==> config.mk <==
export PLATFORM = sky130hd
export DESIGN_NAME = huffman_decoder
export DESIGN_NICKNAME = d
export VERILOG_FILES = /design/src/rtl/huffman_decoder.sv
export SDC_FILE = /design/constraint.sdc
export NUM_CORES = 1
export LEC_CHECK = 0
export BUFFER_PORTS_ARGS = -buffer_cell sky130_fd_sc_hd__buf_2
export CAP_MARGIN = 0
export CORE_MARGIN = 2
export CORE_UTILIZATION = 50
export CTS_BUF_LIST = sky130_fd_sc_hd__clkbuf_4
export CTS_CLUSTER_DIAMETER = 60
export DETAILED_ROUTE_END_ITERATION = 16
export GPL_TIMING_DRIVEN = 1
export HOLD_SLACK_MARGIN = 0.12
export PLACE_DENSITY = 0.79
export SLEW_MARGIN = 20
export SYNTH_ARGS = -nofsm -noshare
export SYNTH_HDL_FRONTEND = slang
export SYNTH_SLANG_ARGS = --single-unit
==> constraint.sdc <==
create_clock -name clk -period 9.7 [get_ports clk]
set_input_delay 0 -clock clk [delete_from_list [all_inputs] [get_ports clk]]
set_output_delay 0 -clock clk [all_outputs]
set_load 0.01 [all_outputs]
==> src/rtl/huffman_decoder.sv <==
// rtl/huffman_decoder.sv - serial Huffman bitstream decoder driven by an encoder-published code table
//
// Purpose:
//   Latches six (code, mask) table entries from the Huffman encoder and
//   validates them. It then decodes a serial code bitstream, root bit first,
//   back into gray symbols SYM_BASE .. SYM_BASE+5.
//
// Ports:
//   clk, reset            rising-edge clock, synchronous active-high reset
//   code_valid            one-cycle pulse: latch HC1..HC6 / M1..M6
//   HC1..HC6 [7:0]        code of entry i, bit[L-1] is the first bit on the wire
//   M1..M6   [7:0]        mask of entry i, 2^L-1 for a code of length L
//   bit_valid, bit_in     serial code bit and its qualifier
//   bit_last              final bit of the stream (only meaningful with bit_valid)
//   ready                 table accepted, decoder consuming bits
//   sym_valid, sym_data   one-cycle decoded symbol pulse; sym_data holds between pulses
//   sym_total [15:0]      symbols decoded since last table load, saturating
//   done                  one-cycle pulse with the final symbol of a clean stream
//   err                   sticky: bad table, no-match or truncated stream

module huffman_decoder #(
    parameter int MAXLEN   = 7,
    parameter int SYM_BASE = 1
) (
    input  logic        clk,
    input  logic        reset,
    input  logic        code_valid,
    input  logic [7:0]  HC1,
    input  logic [7:0]  HC2,
    input  logic [7:0]  HC3,
    input  logic [7:0]  HC4,
    input  logic [7:0]  HC5,
    input  logic [7:0]  HC6,
    input  logic [7:0]  M1,
    input  logic [7:0]  M2,
    input  logic [7:0]  M3,
    input  logic [7:0]  M4,
    input  logic [7:0]  M5,
    input  logic [7:0]  M6,
    input  logic        bit_valid,
    input  logic        bit_in,
    input  logic        bit_last,
    output logic        ready,
    output logic        sym_valid,
    output logic [7:0]  sym_data,
    output logic [15:0] sym_total,
    output logic        done,
    output logic        err
);

    localparam logic [3:0] MAXLEN_C   = 4'(MAXLEN);
    localparam logic [7:0] SYM_BASE_C = 8'(SYM_BASE);

    typedef enum logic [1:0] {IDLE, CHECK, RUN, ERR} state_t;

    state_t     state;
    logic [7:0] hc_q  [6];
    logic [7:0] m_q   [6];
    logic [3:0] len_q [6];
    logic [3:0] max_len;
    logic [6:0] sh;
    logic [3:0] len;

    logic [7:0] hc_in [6];
    logic [7:0] m_in  [6];

    assign hc_in[0] = HC1;
    assign hc_in[1] = HC2;
    assign hc_in[2] = HC3;
    assign hc_in[3] = HC4;
    assign hc_in[4] = HC5;
    assign hc_in[5] = HC6;
    assign m_in[0]  = M1;
    assign m_in[1]  = M2;
    assign m_in[2]  = M3;
    assign m_in[3]  = M4;
    assign m_in[4]  = M5;
    assign m_in[5]  = M6;

    function automatic logic [3:0] popcount8(input logic [7:0] v);
        logic [3:0] c;
        c = 4'd0;
        for (int b = 0; b < 8; b++) begin
            c = c + {3'd0, v[b]};
        end
        return c;
    endfunction

    // Table validation on the latched entries (evaluated while in CHECK).
    logic [3:0] l_chk [6];
    logic [5:0] legal;
    logic [3:0] max_calc;
    logic       table_ok;
    logic [8:0] full_mask;

    always_comb begin
        max_calc  = 4'd0;
        legal     = 6'd0;
        full_mask = 9'd0;
        for (int i = 0; i < 6; i++) begin
            l_chk[i]  = popcount8(m_q[i]);
            // A legal mask is a contiguous run of ones starting at bit 0.
            full_mask = (9'd1 << l_chk[i]) - 9'd1;
            legal[i]  = (m_q[i] == full_mask[7:0]) &&
                        (l_chk[i] >= 4'd1) && (l_chk[i] <= MAXLEN_C) &&
                        ((hc_q[i] & ~m_q[i]) == 8'd0);
            if (l_chk[i] > max_calc) begin
                max_calc = l_chk[i];
            end
        end
        table_ok = &legal;
    end

    // Candidate code after appending the incoming bit.
    logic [7:0] nsh;
    logic [3:0] nlen;
    logic       hit;
    logic [2:0] hit_idx;

    always_comb begin
        nsh     = {sh, bit_in};
        nlen    = len + 4'd1;
        hit     = 1'b0;
        hit_idx = 3'd0;
        // Walk downward so the lowest matching entry wins on a corrupt table.
        for (int i = 5; i >= 0; i--) begin
            if ((nlen == len_q[i]) && ((nsh & m_q[i]) == hc_q[i])) begin
                hit     = 1'b1;
                hit_idx = 3'(i);
            end
        end
    end

    always_ff @(posedge clk) begin
        if (reset) begin
            state     <= IDLE;
            ready     <= 1'b0;
            sym_valid <= 1'b0;
            sym_data  <= 8'd0;
            sym_total <= 16'd0;
            done      <= 1'b0;
            err       <= 1'b0;
            sh        <= 7'd0;
            len       <= 4'd0;
            max_len   <= 4'd0;
            for (int i = 0; i < 6; i++) begin
                hc_q[i]  <= 8'd0;
                m_q[i]   <= 8'd0;
                len_q[i] <= 4'd0;
            end
        end else begin
            sym_valid <= 1'b0;
            done      <= 1'b0;
            if (code_valid) begin
                // Reload wins over everything, including a bit in the same cycle.
                for (int i = 0; i < 6; i++) begin
                    hc_q[i] <= hc_in[i];
                    m_q[i]  <= m_in[i];
                end
                sh        <= 7'd0;
                len       <= 4'd0;
                sym_total <= 16'd0;
                err       <= 1'b0;
                ready     <= 1'b0;
                state     <= CHECK;
            end else begin
                case (state)
                    IDLE: begin
                    end
                    CHECK: begin
                        for (int i = 0; i < 6; i++) begin
                            len_q[i] <= l_chk[i];
                        end
                        max_len <= max_calc;
                        if (table_ok) begin
                            ready <= 1'b1;
                            state <= RUN;
                        end else begin
                            err   <= 1'b1;
                            state <= ERR;
                        end
                    end
                    RUN: begin
                        if (bit_valid) begin
                            if (hit) begin
                                sym_valid <= 1'b1;
                                sym_data  <= SYM_BASE_C + {5'd0, hit_idx};
                                if (sym_total != 16'hFFFF) begin
                                    sym_total <= sym_total + 16'd1;
                                end
                                sh  <= 7'd0;
                                len <= 4'd0;
                                if (bit_last) begin
                                    done  <= 1'b1;
                                    ready <= 1'b0;
                                    state <= IDLE;
                                end
                            end else if (bit_last || (nlen >= max_len)) begin
                                // Truncated stream or a code no entry can complete.
                                err   <= 1'b1;
                                ready <= 1'b0;
                                sh    <= 7'd0;
                                len   <= 4'd0;
                                state <= ERR;
                            end else begin
                                sh  <= nsh[6:0];
                                len <= nlen;
                            end
                        end
                    end
                    ERR: begin
                    end
                    default: state <= IDLE;
                endcase
            end
        end
    end

endmodule

==> impl_results.rst, run 1 <==
.. list-table::
   :header-rows: 1

   * - Metric
     - Value
   * - Setup clock skew after layout
     - 0.0279 ns
   * - Synth Flop Type
     - sky130_fd_sc_hd__edfxtp_1
   * - Fraction of synthesis flops using an asynchronous set or reset pin
     - 0%
   * - Mean Syn Cell Area
     - around 9.5 um2
   * - Final Cycle Share
     - between 90% and 100%
   * - Worst hold path stage count
     - 3
   * - Worst Setup SP
     - m_q[0][11]
   * - Placed wire-length estimate
     - roughly 24000 um
   * - Max frequency
     - around 0.11 GHz
   * - Buffering stage count on the worst path with inverters included
     - 5
   * - Final Slew Violations
     - 0
   * - Die span in y
     - roughly 150 um
   * - Number of standard cells in the final layout excluding fillers
     - roughly 1.7k
   * - Number of flops mapped to enable cells by yosys
     - 120
   * - Fillcell total
     - between 1.5k and 2k
   * - Via count
     - about 10k
   * - Total of buffers placed on input and output ports
     - ~130
   * - Sum of negative setup slack
     - 0 ns
   * - CTS H-Tree Depth
     - 4
   * - Required time of the critical path
     - ~10 ns
   * - Area Overhead vs Synth
     - 22.7%
   * - Number of antenna violations at the first check in global routing
     - 1
   * - Number of nets with antenna violations after routing
     - 0
   * - Clock network fraction of design power
     - 11.5%
   * - Final GP Congestion
     - 0.984
   * - Type of destination of the critical path
     - register
   * - Clock sink total
     - 161
   * - Clock transition at the register clock pins on the worst setup and hold paths after CTS
     - ~0.17 ns
   * - Boundary Pins
     - 130
   * - Routed Wire Length
     - approximately 33000 um
   * - Final core occ
     - ~62%
   * - Fraction of power consumed by sequential logic
     - between 20% and 30%
   * - Result of the run
     - complete, no violations
   * - Kind of cell with the highest combined delay on the critical path
     - adder cells
   * - Worst hold-check slack
     - approximately 0.20 ns
   * - Beginning of the worst register-to-register path
     - m_q[0][11]
   * - Seq cells post-synth
     - approximately 160
   * - Path depth of the worst reg2reg path
     - 42
   * - Cell count after synthesis
     - approximately 1.2k
   * - Leakage
     - approximately 5.6 nW
   * - Cell-internal power
     - around 2.2 mW
   * - Combinational cell fraction of total power
     - a little under 70%
   * - Headroom to the max-slew limit
     - 26.9%
   * - Reg-to-Reg End
     - max_len[1]
   * - Synthesized area
     - roughly 11000 um2
   * - Crit path max-delay cell type
     - sky130_fd_sc_hd__fa_2
   * - Pwr dens
     - roughly 290 nW/um2
   * - Largest incremental delay on the critical path
     - 0.59 ns
   * - Setup Viol. Count Final
     - 0
   * - Sequential-to-total area share from yosys stat
     - ~40%
   * - Count of maximum capacitance violations
     - 0
   * - Largest buffer count on any clock path
     - 2
   * - Number of instances in the placed design
     - 1542
   * - Starting utilization of the core area
     - 50.9%
   * - Design Power
     - roughly 4.0 mW
   * - Kind of critical path
     - register to register
   * - Finished layout cell area
     - between 10000 and 15000 um2
   * - Number of core rows
     - 54
   * - Crit path DAT
     - 9.92 ns
   * - Final hold violation count
     - 0
   * - Sw power
     - approximately 1.8 mW
   * - Post-detailed-placement cell area
     - between 10000 and 15000 um2
   * - Crit path setup slack, layout
     - 0.282 ns
   * - Worst-path maximum fanout
     - 7
   * - Wire length of the first global-routing pass
     - between 50000 and 60000 um
   * - Ratio of cells with drive above 1 in the final layout
     - between 10% and 20%
   * - TritonCTS clock tree
     - done
   * - Stages on the worst setup path
     - 42
   * - Setup slack at placement
     - -0.0749 ns
   * - Synthesis warning total
     - 0
   * - Hold path startpoint
     - HC1[6]
   * - Cts bufs inserted
     - 17
   * - Horizontal extent of the die
     - 153 um
   * - Synth unique cells
     - between 70 and 80
   * - Clk_lat worst skew
     - roughly 0.60 ns
   * - Violation count after the first detailed-routing iteration
     - between 800 and 900
   * - Measured slew at the worst slew-check pin
     - approximately 1.1 ns
   * - Core Area
     - around 22000 um2
   * - End point of the most critical hold path
     - hc_q[0][6]
   * - Pin count of the biggest net entering global routing
     - 97
   * - Number of detailed-route iterations in the first pass
     - 8
   * - Total die area
     - 23400 um2
   * - Average vias per placed instance
     - 5.74
   * - Switching share of power
     - about 44%
   * - Final routed wire length divided by cell count
     - a little under 20 um
   * - Global router's overall resource usage
     - 27.8%
   * - Total grt overflow
     - 0
   * - Worst IR drop on VDD
     - around 280 uV
   * - Vias in the first global route
     - between 9k and 10k
   * - Minimum period implied by the final worst setup slack
     - 9.42 ns
   * - Worst-case register-to-register setup slack
     - 0.28 ns
   * - Number of remaining DRC errors
     - 0
   * - Kind of launch point of the worst setup path
     - register
   * - Hold crit path type
     - input port to register
   * - Number of nets in the finished design
     - ~1.6k
   * - Root buffer cell
     - sky130_fd_sc_hd__clkbuf_4
-- area by class of cell --
type,instances,area (um2),area share (%)
clock inverter,15,184,1.35
timing repair buffer,258,1890,13.9
clock buffer,17,128,0.936
antenna,1,2.50,0.0184
tap,280,350,2.57
multi-input combinational,872,6320,46.3
sequential,161,4420,32.5
inverter,88,333,2.44
-- worst max path at each step --
stage                 endpoint  slack (ns)
detailed placement  max_len[3]       -0.07
global route        max_len[3]       -0.11
global placement    max_len[3]        0.14
finish              max_len[1]        0.28
CTS                 max_len[3]        0.04
floorplan           max_len[3]        0.40
-- kinds of logic after synthesis --
| group | share of synthesized area (%) |
|---|---|
| other cells | 0.0338 |
| buf+inv | 4.75 |
| fa+ha+maj | 9.61 |
| xor+xnor | 9.37 |
| compound gates | 12.8 |
| flops | 39.8 |
| mux | 1.25 |
| simple gates | 22.4 |
-- cell usage after synthesis, types with 16 or more instances --
library cell	n	area (um2)
sky130_fd_sc_hd__fa_1	24	480
sky130_fd_sc_hd__nor2b_1	32	200
sky130_fd_sc_hd__nor2_1	80	300
sky130_fd_sc_hd__and2_1	112	701
sky130_fd_sc_hd__nand4_1	24	150
sky130_fd_sc_hd__o21ai_0	31	155
sky130_fd_sc_hd__nor4_1	16	100
sky130_fd_sc_hd__clkbuf_1	33	124
sky130_fd_sc_hd__inv_1	84	315
sky130_fd_sc_hd__xnor2_1	47	412
sky130_fd_sc_hd__nand2_1	103	387
sky130_fd_sc_hd__dfxtp_1	41	821
sky130_fd_sc_hd__ha_1	46	576
sky130_fd_sc_hd__nand3_1	43	215
sky130_fd_sc_hd__a21oi_1	39	195
sky130_fd_sc_hd__edfxtp_1	120	3600
sky130_fd_sc_hd__xor2_1	60	526
-- tightest hold or removal path, delay by kind of cell --
kind | cells | cell delay [ns]
buffers and inverters | 2 | 0.62
and+or+nand+nor | 1 | 0.10
-- flip-flops by register name (all words and copies together), names as in the netlist --
name,count
sym_total,16
hc_q,48
len_q,24
state,2
max_len,4
ready,1
sym_valid,1
sym_data,4
sh,7
len,4
err,1
m_q,48
done,1
-- placed cells by master, fill, tap and decap left out, drive strengths merged, types with 4 or more instances in the layout --
master       count
or2              6
o211ai           8
nand2          103
fa              24
nor4            16
nor2            80
edfxtp         120
nor3b            4
or3             10
xnor2           49
and3             7
a211o            6
inv             98
mux2i            9
a211oi           6
dlygate4sd3    105
mux2             4
o21ai           38
or4              7
nand3           44
o22ai            7
a22oi           12
nand2b           7
a31oi            7
ha              46
xor2            63
and2           112
a2111oi         14
o31ai            6
nor2b           32
dfxtp           41
conb             4
a21oi           39
a21o            14
clkbuf          17
buf            153
nor3            14
nand4           24
o21a             5
-- power groups by stage --
stage / combinational (mW) / sequential, mW / clock [mW]
2_1_floorplan: 1.65 / 0.835 / 0
3_3_place_gp: 2.14 / 0.850 / 0
3_5_place_dp: 2.18 / 0.852 / 0
4_1_cts: 2.24 / 0.836 / 0.467
5_1_grt: 2.92 / 0.842 / 0.493
6_report: 2.69 / 0.838 / 0.460
-- repair_timing --
item | 4_1_cts | 5_1_grt
hold endpoints to repair | 125 | 0
gates resized for setup | 1 | 31
endpoints found under the setup margin | 4 | 4
setup buffers | 3 | 9
hold buffers | 105 | 0
pin swaps | 1 | 20
-- per-layer routing --
| metal | wire (um) | up-vias | part of all wire (%) | GRT usage (%) |
|---|---|---|---|---|
| li1 | - | 4569 | - | - |
| met3 | 2350 | 78 | 7.1 | 4.76 |
| met5 | 0 | - | 0 | 0 |
| met4 | 1330 | 0 | 4.0 | 10.6 |
| met2 | 15200 | 462 | 46 | 44.7 |
| met1 | 14200 | 4611 | 43 | 37.8 |
Power figures use the tool's default switching activity.
==> run 2, diff against run 1 <==
Settings changed: PLACE_DENSITY 0.79 to 0.84.
==> run 2 against run 1 <==
Effect of this change: count of clock-buffer cells in the layout unchanged; fmax decreased by 0.21%; sequential share of layout area about the same; largest cell class unchanged; highest routed layer unchanged.
==> impl_results.rst, run 2 (same netlist as run 1, synthesis figures left out) <==
.. list-table::
   :header-rows: 1

   * - Metric
     - Value
   * - Result of the run
     - complete, no violations
   * - Number of instances in the placed design
     - 1538 (-0.26%)
   * - Sequential cell area
     - 4420 um2 (unchanged)
   * - TritonCTS clock tree
     - done
   * - Leakage
     - 5.63 nW (-0.13%)
   * - Kind of launch point of the worst setup path
     - register
   * - Total of buffers placed on input and output ports
     - 125 (unchanged)
   * - Pwr dens
     - 292 nW/um2 (-0.37%)
   * - Minimum period implied by the final worst setup slack
     - 9.44 ns (+0.0200 ns)
   * - Clock sink total
     - 161 (unchanged)
   * - Final hold violation count
     - 0 (unchanged)
   * - Largest incremental delay on the critical path
     - 0.61 ns (+0.02 ns)
   * - Average vias per placed instance
     - 5.82 (+1.3%)
   * - Type of destination of the critical path
     - register
   * - Largest buffer count on any clock path
     - 2 (unchanged)
   * - Measured slew at the worst slew-check pin
     - 1.03 ns (-0.0350 ns)
   * - Area Overhead vs Synth
     - 22.5%
   * - Setup Viol. Count Final
     - 0 (unchanged)
   * - Largest registers
     - hc_q: 48 flops, m_q: 48 flops, len_q: 24 flops
   * - Via count
     - 9827 (+1.1%)
   * - Number of antenna violations at the first check in global routing
     - 1 (unchanged)
   * - Clk_lat worst skew
     - 0.59 ns (about the same)
   * - Setup clock skew after layout
     - 0.0302 ns (+0.00226 ns)
   * - Total grt overflow
     - 0 (unchanged)
   * - Number of core rows
     - 54 (unchanged)
   * - Hold crit path type
     - input port to register
   * - Worst-path maximum fanout
     - 5 (-2)
   * - Violation count after the first detailed-routing iteration
     - 1148 (+38%)
   * - Placed wire-length estimate
     - 23500 um (-2.1%)
   * - Sum of negative setup slack
     - 0 ns (unchanged)
   * - Boundary Pins
     - 130 (unchanged)
   * - Clock transition at the register clock pins on the worst setup and hold paths after CTS
     - 0.17 ns (about the same)
   * - Fillcell total
     - 1729 (-1.6%)
   * - Number of standard cells in the final layout excluding fillers
     - 1689 (-0.18%)
   * - Most common cell after layout, fill and taps aside
     - sky130_fd_sc_hd__buf_2
   * - Number of nets in the finished design
     - 1567 (-0.19%)
   * - Crit path max-delay cell type
     - sky130_fd_sc_hd__fa_1
   * - Most used cells in the layout excluding fill and tap cells
     - sky130_fd_sc_hd__buf_2, sky130_fd_sc_hd__edfxtp_1, sky130_fd_sc_hd__and2_1, sky130_fd_sc_hd__dlygate4sd3_1, sky130_fd_sc_hd__nand2_1
   * - Pin count of the biggest net entering global routing
     - 97 (unchanged)
   * - Final routed wire length divided by cell count
     - 20.0 um (+2.3%)
   * - Die span in y
     - 153 um (unchanged)
   * - Final Slew Violations
     - 0 (unchanged)
   * - Worst IR drop on VDD
     - 268 uV (-3.7%)
   * - Count of maximum capacitance violations
     - 0 (unchanged)
   * - Number of remaining DRC errors
     - 0 (unchanged)
   * - Starting utilization of the core area
     - 50.9% (unchanged)
   * - Wire length of the first global-routing pass
     - 52000 um (+2.7%)
   * - Cts bufs inserted
     - 17 (unchanged)
   * - Setup repair after global routing missed its margin
     - true
   * - Final Cycle Share
     - 97.3% (+0.21 points)
   * - Number of detailed-route iterations in the first pass
     - 8 (unchanged)
   * - Global router's overall resource usage
     - 28.4% (+0.59 points)
   * - Root buffer cell
     - sky130_fd_sc_hd__clkbuf_4
   * - CTS H-Tree Depth
     - 4 (unchanged)
   * - Headroom to the max-slew limit
     - 30.9% (+4.0 points)
   * - Final GP Congestion
     - 1.01 (+3.0%)
   * - Vias in the first global route
     - 9605 (+4.1%)
   * - Number of nets with antenna violations after routing
     - 0 (unchanged)
   * - Horizontal extent of the die
     - 153 um (unchanged)
   * - Kind of critical path
     - register to register
   * - Required time of the critical path
     - 10.18 ns (-0.02 ns)
   * - Crit path DAT
     - 9.92 ns (about the same)
   * - Total die area
     - 23400 um2 (unchanged)
   * - Area used by multi-input combinational logic
     - 6330 um2 (+0.26%)
   * - Routed Wire Length
     - 33800 um (+2.2%)
   * - Max frequency
     - 0.106 GHz (-0.21%)
   * - Core Area
     - 21800 um2 (unchanged)
   * - Ratio of cells with drive above 1 in the final layout
     - 17.5% (+0.32 points)
run 2: layer usage:
layer	vias up	part of all wire, %	GRT usage (%)
met5	-	0	0
met1	4675	41	37.5
met3	96	7.3	4.25
met4	0	4.5	11.6
li1	4555	-	-
met2	501	47	46.9
run 2: final timing paths:
| check | from | to | slack [ns] | cells past startpoint |
|---|---|---|---|---|
| worst max-delay path | m_q[0][11] | max_len[3] | 0.26 | 42 |
| worst min-delay path | HC6[2] | hc_q[0][42] | 0.22 | 3 |
| worst max register to register | m_q[0][11] | max_len[3] | 0.26 | 42 |
| worst min register to register | sym_data[3] | sym_data[3] | 0.48 | 1 |
run 2: cell type report:
| type | instances | area share [%] |
|---|---|---|
| well taps | 280 | 2.57 |
| clock inverters | 15 | 1.17 |
| diodes | 1 | 0.0184 |
| multi-input cells | 872 | 46.5 |
| inverters | 88 | 2.44 |
| flip-flops and latches | 161 | 32.5 |
| clock buffers | 17 | 0.937 |
| repair buffers | 255 | 13.8 |
run 2: critical path: cells and delay by family, from the launching register on:
family / cells / cell delay (ns)
AO/OA/AOI/OAI: 17 / 3.05
adder cells (fa/ha/maj): 10 / 3.66
buffers and inverters: 3 / 0.25
flip-flops: 1 / 0.46
multiplexers: 2 / 0.62
AND/OR/NAND/NOR: 10 / 1.29
run 2: timing repair:
action | 4_1_cts | 5_1_grt
resized for setup | 3 | 39
hold endpoints to repair | 119 | 0
pin swaps | 1 | 31
hold buffers | 105 | 0
endpoints found under the setup margin | 4 | 4
buffers inserted | 2 | 11
run 2: through the flow:
stage / power, mW / util, % / setup slack [ns] / cell area [um2] / hold slack [ns]
detailed placement: 2.97 / 55.0 / -0.182 / 12000 / 0.279
floorplan: 2.49 / - / 0.396 / 11100 / 0.122
global route: 4.23 / 62.4 / -0.0986 / 13600 / 0.194
CTS: 3.45 / 61.2 / 0.00166 / 13400 / 0.173
global placement: 2.92 / 55.0 / 0.105 / 12000 / 0.276
finish: 3.97 / 62.4 / 0.262 / 13600 / 0.223
run 2: where the power goes:
part	switching, mW	internal, mW	leakage, nW
Clock	0.283	0.149	0.165
Sequential	0.0456	0.793	1.62
Combinational	1.41	1.29	3.85
Total	1.74	2.23	5.63
